$ cat src/rtl/hi_lo_muldiv_controller.sv
// HI/LO register pair with a multi-cycle shift-add multiplier and restoring divider.
// One iteration per clock, then a sign-fixup cycle that commits HI and LO together.
module hi_lo_muldiv_controller #(
    parameter int                    DATA_WIDTH        = 32,
    parameter logic [DATA_WIDTH-1:0] DIV_ZERO_QUOTIENT = 32'hFFFFFFFF
) (
    input  logic                  clk,
    input  logic                  reset_n,
    input  logic                  start,
    input  logic [5:0]            funct,
    input  logic [DATA_WIDTH-1:0] operand_a,
    input  logic [DATA_WIDTH-1:0] operand_b,
    input  logic                  read_hi_lo,
    output logic                  busy,
    output logic                  stall_request,
    output logic                  done,
    output logic [DATA_WIDTH-1:0] hi,
    output logic [DATA_WIDTH-1:0] lo
);

    localparam int W  = DATA_WIDTH;
    localparam int CW = $clog2(DATA_WIDTH);
    localparam logic [CW-1:0] LAST_COUNT = CW'(DATA_WIDTH - 1);

    localparam logic [5:0] FUNCT_MTHI  = 6'h11;
    localparam logic [5:0] FUNCT_MTLO  = 6'h13;
    localparam logic [5:0] FUNCT_MULT  = 6'h18;
    localparam logic [5:0] FUNCT_MULTU = 6'h19;
    localparam logic [5:0] FUNCT_DIV   = 6'h1A;
    localparam logic [5:0] FUNCT_DIVU  = 6'h1B;

    typedef enum logic [1:0] {IDLE, MUL, DIV, FIXUP} state_t;

    state_t          state_reg, state_next;
    logic [CW-1:0]   count_reg, count_next;
    // MUL: {partial product, remaining multiplier}; DIV: {remainder, dividend/quotient}
    logic [2*W-1:0]  acc_reg, acc_next;
    logic [W-1:0]    opnd_reg, opnd_next;
    logic            is_mul_reg, is_mul_next;
    logic            neg_lo_reg, neg_lo_next;
    logic            neg_hi_reg, neg_hi_next;
    logic            div_zero_reg, div_zero_next;
    logic [W-1:0]    hi_reg, hi_next;
    logic [W-1:0]    lo_reg, lo_next;
    logic            done_reg, done_next;

    logic            signed_op, sign_a, sign_b;
    logic [W-1:0]    abs_a, abs_b;
    logic [W:0]      mul_sum;
    logic [W:0]      div_trial;

    always_comb begin
        state_next    = state_reg;
        count_next    = count_reg;
        acc_next      = acc_reg;
        opnd_next     = opnd_reg;
        is_mul_next   = is_mul_reg;
        neg_lo_next   = neg_lo_reg;
        neg_hi_next   = neg_hi_reg;
        div_zero_next = div_zero_reg;
        hi_next       = hi_reg;
        lo_next       = lo_reg;
        done_next     = 1'b0;

        signed_op = (funct == FUNCT_MULT) || (funct == FUNCT_DIV);
        sign_a    = signed_op & operand_a[W-1];
        sign_b    = signed_op & operand_b[W-1];
        abs_a     = sign_a ? -operand_a : operand_a;
        abs_b     = sign_b ? -operand_b : operand_b;

        mul_sum   = {1'b0, acc_reg[2*W-1:W]} + (acc_reg[0] ? {1'b0, opnd_reg} : {(W+1){1'b0}});
        div_trial = acc_reg[2*W-1:W-1] - {1'b0, opnd_reg};

        case (state_reg)
            IDLE: begin
                if (start) begin
                    case (funct)
                        FUNCT_MULT, FUNCT_MULTU: begin
                            state_next    = MUL;
                            count_next    = '0;
                            opnd_next     = abs_a;
                            acc_next      = {{W{1'b0}}, abs_b};
                            is_mul_next   = 1'b1;
                            neg_lo_next   = sign_a ^ sign_b;
                            neg_hi_next   = 1'b0;
                            div_zero_next = 1'b0;
                        end
                        FUNCT_DIV, FUNCT_DIVU: begin
                            state_next  = DIV;
                            count_next  = '0;
                            opnd_next   = abs_b;
                            is_mul_next = 1'b0;
                            if (operand_b == '0) begin
                                // Result is preloaded; fixup passes it through untouched.
                                div_zero_next = 1'b1;
                                acc_next      = {operand_a, DIV_ZERO_QUOTIENT};
                                neg_lo_next   = 1'b0;
                                neg_hi_next   = 1'b0;
                            end else begin
                                div_zero_next = 1'b0;
                                acc_next      = {{W{1'b0}}, abs_a};
                                neg_lo_next   = sign_a ^ sign_b;
                                neg_hi_next   = sign_a;
                            end
                        end
                        FUNCT_MTHI: hi_next = operand_a;
                        FUNCT_MTLO: lo_next = operand_a;
                        default: ;
                    endcase
                end
            end
            MUL: begin
                acc_next   = {mul_sum, acc_reg[W-1:1]};
                count_next = count_reg + CW'(1);
                if (count_reg == LAST_COUNT) state_next = FIXUP;
            end
            DIV: begin
                if (div_zero_reg) begin
                    state_next = FIXUP;
                end else begin
                    acc_next[2*W-1:W] = div_trial[W] ? acc_reg[2*W-2:W-1] : div_trial[W-1:0];
                    acc_next[W-1:0]   = {acc_reg[W-2:0], ~div_trial[W]};
                    count_next        = count_reg + CW'(1);
                    if (count_reg == LAST_COUNT) state_next = FIXUP;
                end
            end
            FIXUP: begin
                if (is_mul_reg) begin
                    {hi_next, lo_next} = neg_lo_reg ? -acc_reg : acc_reg;
                end else begin
                    hi_next = neg_hi_reg ? -acc_reg[2*W-1:W] : acc_reg[2*W-1:W];
                    lo_next = neg_lo_reg ? -acc_reg[W-1:0]   : acc_reg[W-1:0];
                end
                state_next = IDLE;
                done_next  = 1'b1;
            end
            default: state_next = IDLE;
        endcase
    end

    always_ff @(posedge clk or negedge reset_n) begin
        if (!reset_n) begin
            state_reg    <= IDLE;
            count_reg    <= '0;
            acc_reg      <= '0;
            opnd_reg     <= '0;
            is_mul_reg   <= 1'b0;
            neg_lo_reg   <= 1'b0;
            neg_hi_reg   <= 1'b0;
            div_zero_reg <= 1'b0;
            hi_reg       <= '0;
            lo_reg       <= '0;
            done_reg     <= 1'b0;
        end else begin
            state_reg    <= state_next;
            count_reg    <= count_next;
            acc_reg      <= acc_next;
            opnd_reg     <= opnd_next;
            is_mul_reg   <= is_mul_next;
            neg_lo_reg   <= neg_lo_next;
            neg_hi_reg   <= neg_hi_next;
            div_zero_reg <= div_zero_next;
            hi_reg       <= hi_next;
            lo_reg       <= lo_next;
            done_reg     <= done_next;
        end
    end

    assign busy          = (state_reg != IDLE);
    assign stall_request = busy & (start | read_hi_lo);
    assign done          = done_reg;
    assign hi            = hi_reg;
    assign lo            = lo_reg;

endmodule

$ cat config.mk
export PLATFORM = sky130hd
export DESIGN_NAME = hi_lo_muldiv_controller
export DESIGN_NICKNAME = d
export VERILOG_FILES = /design/src/rtl/hi_lo_muldiv_controller.sv
export SDC_FILE = /design/constraint.sdc
export NUM_CORES = 1
export LEC_CHECK = 0
export CELL_PAD_IN_SITES_DETAIL_PLACEMENT = 1
export CELL_PAD_IN_SITES_GLOBAL_PLACEMENT = 1
export CORE_UTILIZATION = 40
export CTS_CLUSTER_DIAMETER = 200
export CTS_CLUSTER_SIZE = 25
export DETAILED_ROUTE_END_ITERATION = 16
export MAX_ROUTING_LAYER = met4
export PLACE_DENSITY = 0.76
export SYNTH_ARGS = -nofsm -noshare
export SYNTH_HDL_FRONTEND = slang
export SYNTH_SLANG_ARGS = --single-unit
$ cat constraint.sdc
create_clock -name clk -period 10.8 [get_ports clk]
set_input_delay 2.16 -clock clk [delete_from_list [all_inputs] [get_ports clk]]
set_output_delay 2.16 -clock clk [all_outputs]
set_load 0.005 [all_outputs]
==> impl_metrics.ini <==
[outcome]
outcome = finished, final reports clean

[synth]
synth_seq_cells = 172
async_reset_ff_share_pct = 100.0
postSynthAreaPerCell_sq_um = 7.521
synth_edf_count = 0
syn_inst = 2121
ys_seq_area_share_pct = 26.98
syn_area_sq_um = 15950
ys_warn_count = 0
dominantRegCellSynth = dfrtp_1
yosys.cell_types.count = 71
syn_nets = 2271

[global_route]
grt_max_degree = 80
grt_pass1_wl_mm = 107.6
gr-total-overflow = 0
antenna_found_initial = 3
grt_pass1_vias = 17020
grtUsageTotal_pct = 36.08

[sta]
fmax_mhz = 177.3
tightest_slew_ns = 1.092
relSlewSlack_pct = 27.05
period_share_pct = 52.23
final-max-slew-violation-count = 0
rsz0062_at_grt = no
finalCriticalPeriod_ns = 5.640
setup_slack_ns = 5.160
hold_viol_final = 0
fin_setup_tns_ns = 0
skew_ns = 0.01501
finalSetupViolations = 0

[cells_and_area]
seq_area_sq_um = 4304
fin_nets = 2309
final_common_cell = nand2_1
fillers = 4810
multiInputGateArea_sq_um = 10830
fin_util_pct = 47.12
mostFrequentLayoutCells = 234 x nand2_1, 221 x o21ai_0, 185 x nor2_1
layout-drive-gt1-share_pct = 5.064
syn_to_final_growth_pct = 15.22
design_area_sq_um = 18380
largest_reg_flops = 64

[power]
finalPower_mw = 6.277
ir_drop_v = 0.0003943
p_seq_share_pct = 22.7
comb_power_share_pct = 66.4
switchingPower_mw = 3.330
p_leak_nw = 7.641
p_int_mw = 2.947
power_density_nw_per_um2 = 341.5
switching_share_pct = 53.05
share_clk_of_total_power_pct = 10.9

[place]
postPlaceCellArea_sq_um = 17740
port_buffers = 140
place_ws_ns = 4.974
gp_congestion = 0.9898
dp_hpwl_mm = 53.25

[worst_setup_path]
endpoint_kind = primary output
cp_num_buf_inv = 2
path_delay_family = buffers and inverters
path_max_fanout = 5
cp.arrival_ns = 3.48
cp_slowest_cell = clkdlybuf4s50_1
startpoint_type = input pin
worstPathRequired_ns = 8.64
max_stage_delay_ns = 0.62
worstSetupPathType = input pin to primary output
cp_cell_sequence = clkdlybuf4s50_1 > nor2_1 > nor2_1 > clkdlybuf4s50_1

[clock_network]
clockBufferDepth = 2
cts_made_buffers = 17
clock_latency_ns = 0.47
ctsHtreeMaxLevel = 4
cts_tree = yes
cts_resized = 0
clkTransAtPathRegs_ns = 0.07
cts.sinks = 172
post_cts_buffers = 0
root_buffer = clkbuf_16
ctsHoldBuffers = 0

[floorplan]
die_h_microns = 201.7
dieArea_sq_um = 40680
initial_core_util_pct = 40.90
core_area_sq_um = 39010
ios = 141
die_w_microns = 201.7
fp-row-count = 72

[route]
routed_wl_mm = 71.07
vias = 17130
vias_per_cell = 6.360
avgRoutedWirePerCell_microns = 26.38
drc = 0
antenna_left = 0
first_pass_iters = 6
drt_iter0_drc = 1356

[worst_hold_path]
hold_path.class = flip-flop to flip-flop

[flow_run]
drv_cap = 0
kinds of logic (layout without fill, tap and decap cells):
family          count (synthesis)  count (layout)  synth area share [%]
buf+inv                       233             284                 5.584
compound gates                728             728                 28.70
flops                         172             172                 26.98
fa+ha+maj                      76              76                 6.055
other cells                     0               4                     0
mux                            35              35                 2.282
simple gates                  709             709                 21.18
xor+xnor                      168             168                 9.224
final timing paths:
check / slack, ns / cells after the start / from / end
setup / recovery: 5.16 / 4 / start / stall_request
hold / removal: 0.48 / 2 / lo[21] / lo[21]
setup reg to reg: 6.14 / 13 / acc_reg[0] / acc_reg[59]
hold reg to reg: 0.48 / 2 / lo[21] / lo[21]
max in group asynchronous: 7.86 / 2 / reset_n / opnd_reg[13]
min in group asynchronous: 1.59 / 1 / reset_n / hi[20]
cell type report:
cell class | instances | area share, %
Clock buffer | 17 | 2.315
Tap cell | 518 | 3.526
Sequential cell | 172 | 23.42
Timing Repair Buffer | 176 | 9.101
Inverter | 76 | 1.552
Multi-Input combinational cell | 1716 | 58.92
Clock inverter | 15 | 1.116
Antenna cell | 4 | 0.05446
cell usage after synthesis, drive strengths merged, types with 11 or more instances:
| cell | count | area [sq um] |
|---|---|---|
| inv | 76 | 285.3 |
| or4 | 21 | 176.4 |
| xor2 | 77 | 674.4 |
| nor3 | 73 | 370.4 |
| o21a | 18 | 135.1 |
| nor3b | 14 | 105.1 |
| buf | 18 | 83.83 |
| xnor2 | 91 | 797.0 |
| o41ai | 19 | 173.9 |
| clkbuf | 139 | 521.8 |
| nand4 | 14 | 87.58 |
| nand2 | 234 | 878.3 |
| and3 | 20 | 125.1 |
| or3 | 15 | 93.84 |
| nor4 | 21 | 152.6 |
| dfrtp | 172 | 4304 |
| nand3 | 43 | 220.2 |
| o31ai | 26 | 195.2 |
| a22oi | 34 | 255.2 |
| a21oi | 172 | 860.8 |
| mux2 | 11 | 123.9 |
| a31oi | 29 | 181.4 |
| and2 | 16 | 100.1 |
| a221oi | 31 | 271.5 |
| nor2 | 185 | 694.4 |
| a21o | 53 | 397.9 |
| o21ai | 227 | 1136 |
| a211oi | 31 | 232.7 |
| ha | 74 | 925.9 |
| nor2b | 16 | 100.1 |
| nand2b | 13 | 81.33 |
| mux2i | 24 | 240.2 |
layer usage:
| metal | part of all wire (%) | vias to the layer above | global-route usage [%] |
|---|---|---|---|
| li1 | - | 7775 | - |
| met1 | 43 | 8504 | 47.02 |
| met2 | 44 | 714 | 54.70 |
| met3 | 7.6 | 141 | 5.669 |
| met4 | 4.8 | 0 | 16.75 |
| met5 | 0 | - | - |
worst register-to-register path, delay by kind of cell, from the launching register on:
kind                     cells  cell delay [ns]
flip-flops                   1             0.48
XOR/XNOR                     1             0.22
AND/OR/NAND/NOR              2             0.30
adder cells (fa/ha/maj)      1             0.36
AO/OA/AOI/OAI                7             2.34
buffers and inverters        2             0.83
power by group through the flow:
stage | clock network [mW] | logic [mW] | registers [mW]
2_1_floorplan | 0 | 2.85 | 1.19
3_3_place_gp | 0 | 3.99 | 1.40
3_5_place_dp | 0 | 4.10 | 1.42
4_1_cts | 0.689 | 4.13 | 1.41
5_1_grt | 0.712 | 4.55 | 1.46
6_report | 0.681 | 4.17 | 1.43
per-stage QoR:
stage	instances	hold WS [ns]
after detailed placement	2658	0.4673
after CTS	2690	0.4827
after global placement	2658	0.4556
final	2694	0.4778
after global routing	2691	0.5062
after floorplan	2121	0.4453
Power figures use the tool's default switching activity.
